$ cat src/rtl/md5_pad_feeder.sv
// md5_pad_feeder: byte-stream front end for an md5sum core.
// Packs bytes little-endian into 32-bit words, appends MD5 padding
// (0x80, zero fill, 64-bit little-endian bit length), feeds 16-word
// blocks over rdy/write_en and waits for done between blocks.
module md5_pad_feeder #(
    parameter int LEN_W = 32
) (
    input  logic        clk,
    input  logic        rst_n,
    input  logic [7:0]  in_data,
    input  logic        in_valid,
    input  logic        in_last,
    output logic        in_ready,
    output logic        core_rst_n,
    input  logic        core_rdy,
    output logic [31:0] core_msg,
    output logic        core_write_en,
    input  logic        core_done,
    output logic        busy,
    output logic        digest_valid
);

    typedef enum logic [2:0] {
        ST_IDLE  = 3'd0,
        ST_INIT  = 3'd1,
        ST_DATA  = 3'd2,
        ST_PADW  = 3'd3,
        ST_FILL  = 3'd4,
        ST_LEN   = 3'd5,
        ST_WAITD = 3'd6,
        ST_DONE  = 3'd7
    } state_t;

    state_t             state_r;
    state_t             ret_r;        // state to resume after the block's done
    logic               final_r;      // the block just sent is the last one
    logic [31:0]        ow_r;         // output word register
    logic               ow_v_r;
    logic [1:0]         lane_r;
    logic [3:0]         widx_r;
    logic [LEN_W-1:0]   bcnt_r;
    logic [31:0]        acc_r;        // partially assembled data word
    logic [1:0]         lp_r;         // length phase: 0 low word, 1 high word, 2 sent
    logic               core_rst_n_r;

    logic               xfer_s;
    logic               slot_s;
    logic               blk_end_s;
    logic [3:0]         load_idx_s;
    logic               in_ready_s;
    logic               accept_s;
    logic [63:0]        len_s;
    logic [31:0]        dword_s;
    state_t             work_nxt_s;
    logic               load_s;
    logic [31:0]        load_word_s;

    // A word leaves ow whenever it is valid and the core is ready, except
    // while parked for the core's done (ow may already hold the next block).
    assign xfer_s     = ow_v_r & core_rdy & (state_r != ST_WAITD);
    assign slot_s     = ~ow_v_r | xfer_s;
    assign blk_end_s  = xfer_s & (widx_r == 4'd15);
    // Block index the next loaded word will occupy.
    assign load_idx_s = ow_v_r ? (widx_r + 4'd1) : widx_r;
    assign in_ready_s = (state_r == ST_DATA) & (~ow_v_r | core_rdy);
    assign accept_s   = in_valid & in_ready_s;

    assign in_ready      = in_ready_s;
    assign core_write_en = xfer_s;
    assign core_msg      = ow_r;
    assign core_rst_n    = core_rst_n_r;
    assign busy          = (state_r != ST_IDLE);
    assign digest_valid  = (state_r == ST_DONE);

    // Message bit length, zero-extended to 64 bits.
    always_comb begin
        len_s = 64'h0;
        len_s[LEN_W+2:3] = bcnt_r;
    end

    // Assemble the data word: earlier lanes from acc, the current byte, and
    // on the final byte the 0x80 marker in the next lane with zeros above.
    always_comb begin
        dword_s = 32'h0;
        for (int k = 0; k < 4; k++) begin
            if (k[1:0] < lane_r) begin
                dword_s[8*k +: 8] = acc_r[8*k +: 8];
            end else if (k[1:0] == lane_r) begin
                dword_s[8*k +: 8] = in_data;
            end else if (in_last && (k[1:0] == (lane_r + 2'd1))) begin
                dword_s[8*k +: 8] = 8'h80;
            end else begin
                dword_s[8*k +: 8] = 8'h00;
            end
        end
    end

    // Next working state and what (if anything) is loaded into ow this cycle.
    always_comb begin
        work_nxt_s  = state_r;
        load_s      = 1'b0;
        load_word_s = 32'h0;
        case (state_r)
            ST_IDLE: begin
                if (in_valid) begin
                    work_nxt_s = ST_INIT;
                end else begin
                    work_nxt_s = ST_IDLE;
                end
            end
            ST_INIT: begin
                work_nxt_s = ST_DATA;
            end
            ST_DATA: begin
                if (accept_s && in_last) begin
                    load_s      = 1'b1;
                    load_word_s = dword_s;
                    work_nxt_s  = (lane_r == 2'd3) ? ST_PADW : ST_FILL;
                end else if (accept_s && (lane_r == 2'd3)) begin
                    load_s      = 1'b1;
                    load_word_s = dword_s;
                end else begin
                    load_s = 1'b0;
                end
            end
            ST_PADW: begin
                if (slot_s) begin
                    load_s      = 1'b1;
                    load_word_s = 32'h0000_0080;
                    work_nxt_s  = ST_FILL;
                end else begin
                    load_s = 1'b0;
                end
            end
            ST_FILL: begin
                // Word 14 is reserved for the length; anything else is zero fill,
                // including the tail of a block where the marker spilled past 13.
                if (load_idx_s == 4'd14) begin
                    work_nxt_s = ST_LEN;
                end else if (slot_s) begin
                    load_s      = 1'b1;
                    load_word_s = 32'h0;
                end else begin
                    load_s = 1'b0;
                end
            end
            ST_LEN: begin
                if (slot_s && (lp_r < 2'd2)) begin
                    load_s      = 1'b1;
                    load_word_s = (lp_r == 2'd0) ? len_s[31:0] : len_s[63:32];
                end else begin
                    load_s = 1'b0;
                end
            end
            ST_WAITD: begin
                if (core_done) begin
                    work_nxt_s = final_r ? ST_DONE : ret_r;
                end else begin
                    work_nxt_s = ST_WAITD;
                end
            end
            ST_DONE: begin
                work_nxt_s = ST_IDLE;
            end
            default: begin
                work_nxt_s = ST_IDLE;
            end
        endcase
    end

    // Sequential state: FSM, output word register, counters and core reset.
    always_ff @(posedge clk or negedge rst_n) begin
        if (!rst_n) begin
            state_r      <= ST_IDLE;
            ret_r        <= ST_IDLE;
            final_r      <= 1'b0;
            ow_r         <= 32'h0;
            ow_v_r       <= 1'b0;
            lane_r       <= 2'd0;
            widx_r       <= 4'd0;
            bcnt_r       <= '0;
            acc_r        <= 32'h0;
            lp_r         <= 2'd0;
            core_rst_n_r <= 1'b0;
        end else begin
            if (load_s) begin
                ow_r   <= load_word_s;
                ow_v_r <= 1'b1;
            end else if (xfer_s) begin
                ow_v_r <= 1'b0;
            end

            if (xfer_s) begin
                widx_r <= widx_r + 4'd1;
            end

            if (accept_s) begin
                bcnt_r                <= bcnt_r + 1'b1;
                acc_r[8*lane_r +: 8]  <= in_data;
                lane_r                <= in_last ? 2'd0 : (lane_r + 2'd1);
            end

            if ((state_r == ST_LEN) && load_s) begin
                lp_r <= lp_r + 2'd1;
            end

            if (blk_end_s) begin
                state_r <= ST_WAITD;
                ret_r   <= work_nxt_s;
                final_r <= (state_r == ST_LEN);
            end else begin
                state_r <= work_nxt_s;
            end

            // Core reset is low exactly during the INIT cycle.
            core_rst_n_r <= (work_nxt_s != ST_INIT);

            // Fresh message: clear all per-message bookkeeping.
            if (state_r == ST_INIT) begin
                ow_v_r  <= 1'b0;
                lane_r  <= 2'd0;
                widx_r  <= 4'd0;
                bcnt_r  <= '0;
                lp_r    <= 2'd0;
                final_r <= 1'b0;
            end
        end
    end

endmodule

$ cat config.mk
export PLATFORM = sky130hd
export DESIGN_NAME = md5_pad_feeder
export DESIGN_NICKNAME = d
export VERILOG_FILES = /design/src/rtl/md5_pad_feeder.sv
export SDC_FILE = /design/constraint.sdc
export NUM_CORES = 1
export LEC_CHECK = 0
export ABC_AREA = 0
export CELL_PAD_IN_SITES_DETAIL_PLACEMENT = 1
export CELL_PAD_IN_SITES_GLOBAL_PLACEMENT = 1
export CORE_MARGIN = 10
export CORE_UTILIZATION = 40
export CTS_BUF_LIST = sky130_fd_sc_hd__clkbuf_4
export DETAILED_ROUTE_END_ITERATION = 7
export PLACE_DENSITY_LB_ADDON = 0.1
export RECOVER_POWER = 25
export REMOVE_ABC_BUFFERS = 1
export SLEW_MARGIN = 20
export SYNTH_ARGS = -nofsm -noshare
export SYNTH_HDL_FRONTEND = slang
export SYNTH_SLANG_ARGS = --single-unit
$ cat constraint.sdc
create_clock -name clk -period 5.67 [get_ports clk]
set_input_delay 0.567 -clock clk [delete_from_list [all_inputs] [get_ports clk]]
set_output_delay 0.567 -clock clk [all_outputs]
set_load 0.1 [all_outputs]
## Yosys cells after proc, flatten, opt, wreduce, memory -nomap -nowiden

Cells that the tools add are included.

- Flip-flop bits (word level): 113
- Input port bits: 14
- ROM bits: 0
- Word-level logic and storage cells: 116
- Memory bits (writable): 0
- Memories: 0
- Output and inout bits: 37
- Bits in latches: 0

- Div/mod/pow operators: 0
- Multipliers: 0
- Reduce and logical (&&, ||, !) cells: 18
- Bitwise gates (word level): 8
- Add/sub/neg operators: 5
- Shift operators: 2
- Order comparisons: 5
- Mux-type cells: 49
- Equality and inequality tests: 18

Operator list:

| kind | number |
|---|---|
| $mux 32 | 6 |
| $mux 8 | 13 |
| $pmux 32 s3 | 1 |
| $neg 5->34 | 1 |
| $shift 8x34->32 const A | 1 |
| $shiftx 8x34->32 | 1 |
| $add 32x1->32 const B | 1 |
| $bwmux 32 | 1 |
| $mux 3 | 7 |
| $pmux 3 s7 | 1 |
| $eq 3x3->1 const B | 4 |
| $mux 4 | 3 |
| $mux 1 | 11 |
| $mux 2 | 5 |
| $eq 2x2->1 const A | 4 |
| $eq 4x4->1 const B | 2 |
| $logic_and 1x1->1 | 8 |
| $reduce_bool 2->1 | 4 |
| $eq 3x2->1 const B | 2 |
| $logic_not 2->1 | 3 |
| $reduce_bool 3->1 | 2 |
| $and 1x1->1 | 5 |
| $add 2x1->2 const B | 2 |
| $add 4x1->4 const B | 1 |
| 12 further kinds | 16 |

## Logic depth before layout (Yosys ltp)

- Depth after elaboration: 11
- Gate-level depth with buffers: 8
- Mapped depth without buffers: 6

## Least setup slack after synthesis

Ideal clock, no wire load.

- Kind: reg2out
- From: reg state_r[2]
- To: out in_ready
- Buffers on the path: 2
- Stages on the path, launching flop included: 5
- Data required time: 5103 ps
- Arrival: 2280 ps
- Path slack: 2823 ps
- Cells stage by stage: dfrtp_1 -> buf_6 -> or3b_4 -> buf_2 -> nor2_1

- Word-level cells in the longest chain between the ends: 2

RTL lines:

| what | RTL line | text |
|---|---|---|
| from (decl) | 34 | `state_t state_r;` |
| from (signal assigned) | 212 | `state_r <= work_nxt_s;` |
| $eq 3x2->1 | 65 | `assign in_ready_s = (state_r == ST_DATA) & (~ow_v_r \| core_rdy);` |
| $and 1x1->1 | 65 |  |
| to (decl) | 13 | `output logic in_ready,` |

Every way passes these cells.

==> run_results.csv <==
group,metric,value,unit
worst_setup_path,start_kind,"primary input",
final_layout,n_fill_cell,1558,
clocking,hold_buffers,0,
run_status,violations,"capacitance limit, slew limit",
clocking,clock-sinks,105,
final_layout,area_growth_syn_to_layout,14.2,%
route,drc,0,
place,placed_area,6200,µm²
worst_setup_path,reg2reg_depth,5,
yosys,ys_warn_count,0,
worst_setup_path,path_max_fanout,53,
clocking,cts_resized,0,
die,coreArea,13700,µm²
grt,antenna_found_initial,1,
yosys,synth_flop_cell,"dfrtp_1",
route,wl_per_cell,22.4,µm
yosys,synth_edf_count,0,
route,drt_first_pass_iters,4,
final_layout,final_area,6340,µm²
die,rows,43,
worst_setup_path,crit_chain,"clkbuf_1, clkbuf_2",
yosys,syn_inst,575,
worst_setup_path,crit_cells,2,
clocking,root_buffer,"clkbuf_4",
die,ioPinCount,51,
worst_setup_path,endpoint_kind,"async pin",
power,peakVddDrop,279,µV
timing,finalHoldViolCount,0,
worst_setup_path,cp.buffers_inverters,2,
timing,finalCriticalPeriod,3.54,ns
timing,period_share,62.4,%
yosys,ys_seq_area_share,47.3,%
clocking,max-clock-path-buffers,2,
worst_setup_path,crit_required,6.06,ns
hold_path,hold_depth,1,
grt,grt_max_degree,54,
hold_path,min_from,"lp_r[0]$_DFFE_PN0P_",
yosys,netlist_area,5560,µm²
worst_setup_path,worstSetupPathType,"primary input to async pin",
yosys,syn_area_per_cell,9.66,µm²
clocking,cts_setup_buffers,0,
place,gp_congestion,0.871,
place,place_hpwl,12.0,mm
worst_setup_path,r2r-end,"core_msg[23]$_DFFE_PN0P_",
clocking,cts_made_buffers,9,
timing,fin_ws,2.13,ns
timing,relSlewSlack,-93.4,%
worst_setup_path,cp.arrival,3.93,ns
yosys,ys_types,50,
route,ant_nets,0,
run_status,outcome,"complete, but fails checks",
final_layout,drive_above_1_share,10.3,%
worst_setup_path,r2r_slack,2.36,ns
route,routed_wirelength,17.6,mm
worst_setup_path,critPathSlowestCell,"clkbuf_1",
timing,finalSetupViolCount,0,
final_layout,fin_nets,624,
worst_setup_path,path_delay_family,"buffers and inverters",
clocking,cts.clk_slew.worst_paths,0.16,ns
worst_setup_path,cpPeakStageDelay,2.01,ns
job,cap_violations,1,
place,port_buffers,50,
timing,clock-skew-final,0.0171,ns
clocking,cts_max_level,3,
timing,fmax,282,MHz
worst_setup_path,r2r-start,"lane_r[1]$_DFFE_PN0P_",
route,drt-initial-drc-count,323,
place,dp_slack,2.20,ns
grt,grt_pass1_wl,28.4,mm
yosys,ys_ff_latch,105,
route,avgViaCountPerCell,6.09,
yosys,async_flop_share,100,%
timing,worstMarginPinSlew,2.90,ns
hold_path,min_path_type,"flop to flop",
hold_path,min_to,"lp_r[0]$_DFFE_PN0P_",
die,die-area,19000,µm²
die,start_util,40.5,%
die,die_height,138,µm
grt,grt_pass1_vias,5026,
route,num_vias,4777,
power,p_total,2520,µW
timing,rsz0062_at_grt,"no",
grt,grtUsageTotal,19.2,%
clocking,worst_skew_pair.late_latency,0.49,ns
timing,slew_violations,54,
timing,setup_tns,0,ns
die,die_w,138,µm
clocking,cts_tree,"built",
grt,overflow,0,
power,power_leakage,0.00256,µW
power,pwr_density_cell,397,nW/µm²
[synth_stat cells, drive strengths merged (4+ instances only)]
| library cell | n | share of area (%) |
|---|---|---|
| dfrtp | 105 | 47 |
| nand2 | 87 | 5.9 |
| o21ai | 40 | 3.6 |
| clkbuf | 35 | 2.4 |
| a31o | 29 | 4.6 |
| a21oi | 26 | 2.3 |
| or4 | 21 | 2.9 |
| o31ai | 20 | 2.7 |
| o2bb2ai | 18 | 2.8 |
| nand3 | 17 | 1.5 |
| a22o | 13 | 2.0 |
| nand4 | 13 | 1.5 |
| nor2 | 13 | 0.88 |
| a22oi | 10 | 1.4 |
| ha | 10 | 2.3 |
| inv | 10 | 0.68 |
| mux2i | 10 | 1.8 |
| and4 | 8 | 1.3 |
| nor3b | 7 | 1.0 |
| xnor2 | 7 | 1.1 |
| and2 | 6 | 0.68 |
| buf | 6 | 0.70 |
| nor3 | 6 | 0.54 |
| or3 | 6 | 0.68 |
| nor4 | 5 | 0.68 |
| a311o | 4 | 0.72 |
| a31oi | 4 | 0.45 |
| and3 | 4 | 0.45 |
| nor2b | 4 | 0.45 |
| or3b | 4 | 0.68 |
[stage by stage]
stage / hold WS [ns] / utilization [%] / instances
CTS: 0.0821 / 46.2 / 784
detailed placement: 0.482 / 45.2 / 769
global route: 0.540 / 46.2 / 785
global placement: 0.465 / 45.1 / 769
finish: 0.495 / 46.2 / 785
floorplan: 0.271 / - / 534
[where the power goes]
group | internal, µW | total (µW) | switching (µW) | leakage, µW
clock | 178 | 429 | 251 | 0.0000790
combinational | 311 | 1120 | 807 | 0.00104
sequential | 845 | 973 | 127 | 0.00144
total | 1330 | 2520 | 1190 | 0.00256
[registers in the layout, indices dropped and copies added (netlist names), 2 cells and up]
signal    flops
lp_r          2
core_msg     32
lane_r        2
bcnt_r       32
state_r       3
widx_r        4
acc_r        24
ret_r         3
[worst max-delay path by stage]
stage                          from                        to  slack (ns)
3_5_place_dp               core_rdy    bcnt_r[31]$_DFFE_PN0P_        2.20
3_3_place_gp               in_valid  core_msg[23]$_DFFE_PN0P_        2.37
4_1_cts        state_r[0]$_DFF_PN0_                  in_ready        2.11
5_1_grt                       rst_n    bcnt_r[23]$_DFFE_PN0P_        1.37
2_1_floorplan  state_r[0]$_DFF_PN0_    bcnt_r[15]$_DFFE_PN0P_        1.88
6_report                      rst_n    bcnt_r[23]$_DFFE_PN0P_        2.13
[per-layer routing]
metal | GRT usage [%] | part of all wire [%] | up-vias | wire [µm]
met4 | 4.63 | 1.1 | 0 | 199
met2 | 30.7 | 49 | 94 | 8590
met1 | 25.7 | 44 | 2463 | 7750
li1 | - | - | 2209 | -
met3 | 4.35 | 6.0 | 11 | 1050
met5 | 0 | 0 | - | 0
[final cells by class]
type                    count  area [µm²]  share of cell area, %
multi-input cells         419        2780                   43.8
flip-flops and latches    105        2630                   41.4
repair buffers             55         529                   8.34
well taps                 180         225                   3.55
clock buffers              10        75.1                   1.18
clock inverters             5        71.3                   1.12
inverters                  10        37.5                  0.592
diodes                      1        2.50                 0.0394
[logic make-up after synthesis]
kind of cell	after synthesis	share of synthesized area [%]
DFF	105	47.3
buffers and inverters	51	3.74
adders and majority gates	10	2.25
xor gates and xnor gates	9	1.42
AOI/OAI and AO/OA	179	22.9
muxes	12	2.21
and+or+nand+nor	209	20.2
[layout by cell type (no fill, tap or decap), drive strengths merged, types with 5 or more instances in the layout]
cell	instances
nand3	17
o31ai	20
or3	6
clkdlybuf4s50	49
xnor2	7
or4	21
clkbuf	12
nor2	13
nand2	87
a22oi	10
o2bb2ai	18
dfrtp	105
mux2i	10
and2	6
nand4	13
nor3b	7
ha	10
nor4	5
a22o	13
inv	10
a31o	29
nor3	6
and4	8
o21ai	40
a21oi	26
(Power assumes the default switching activity.)
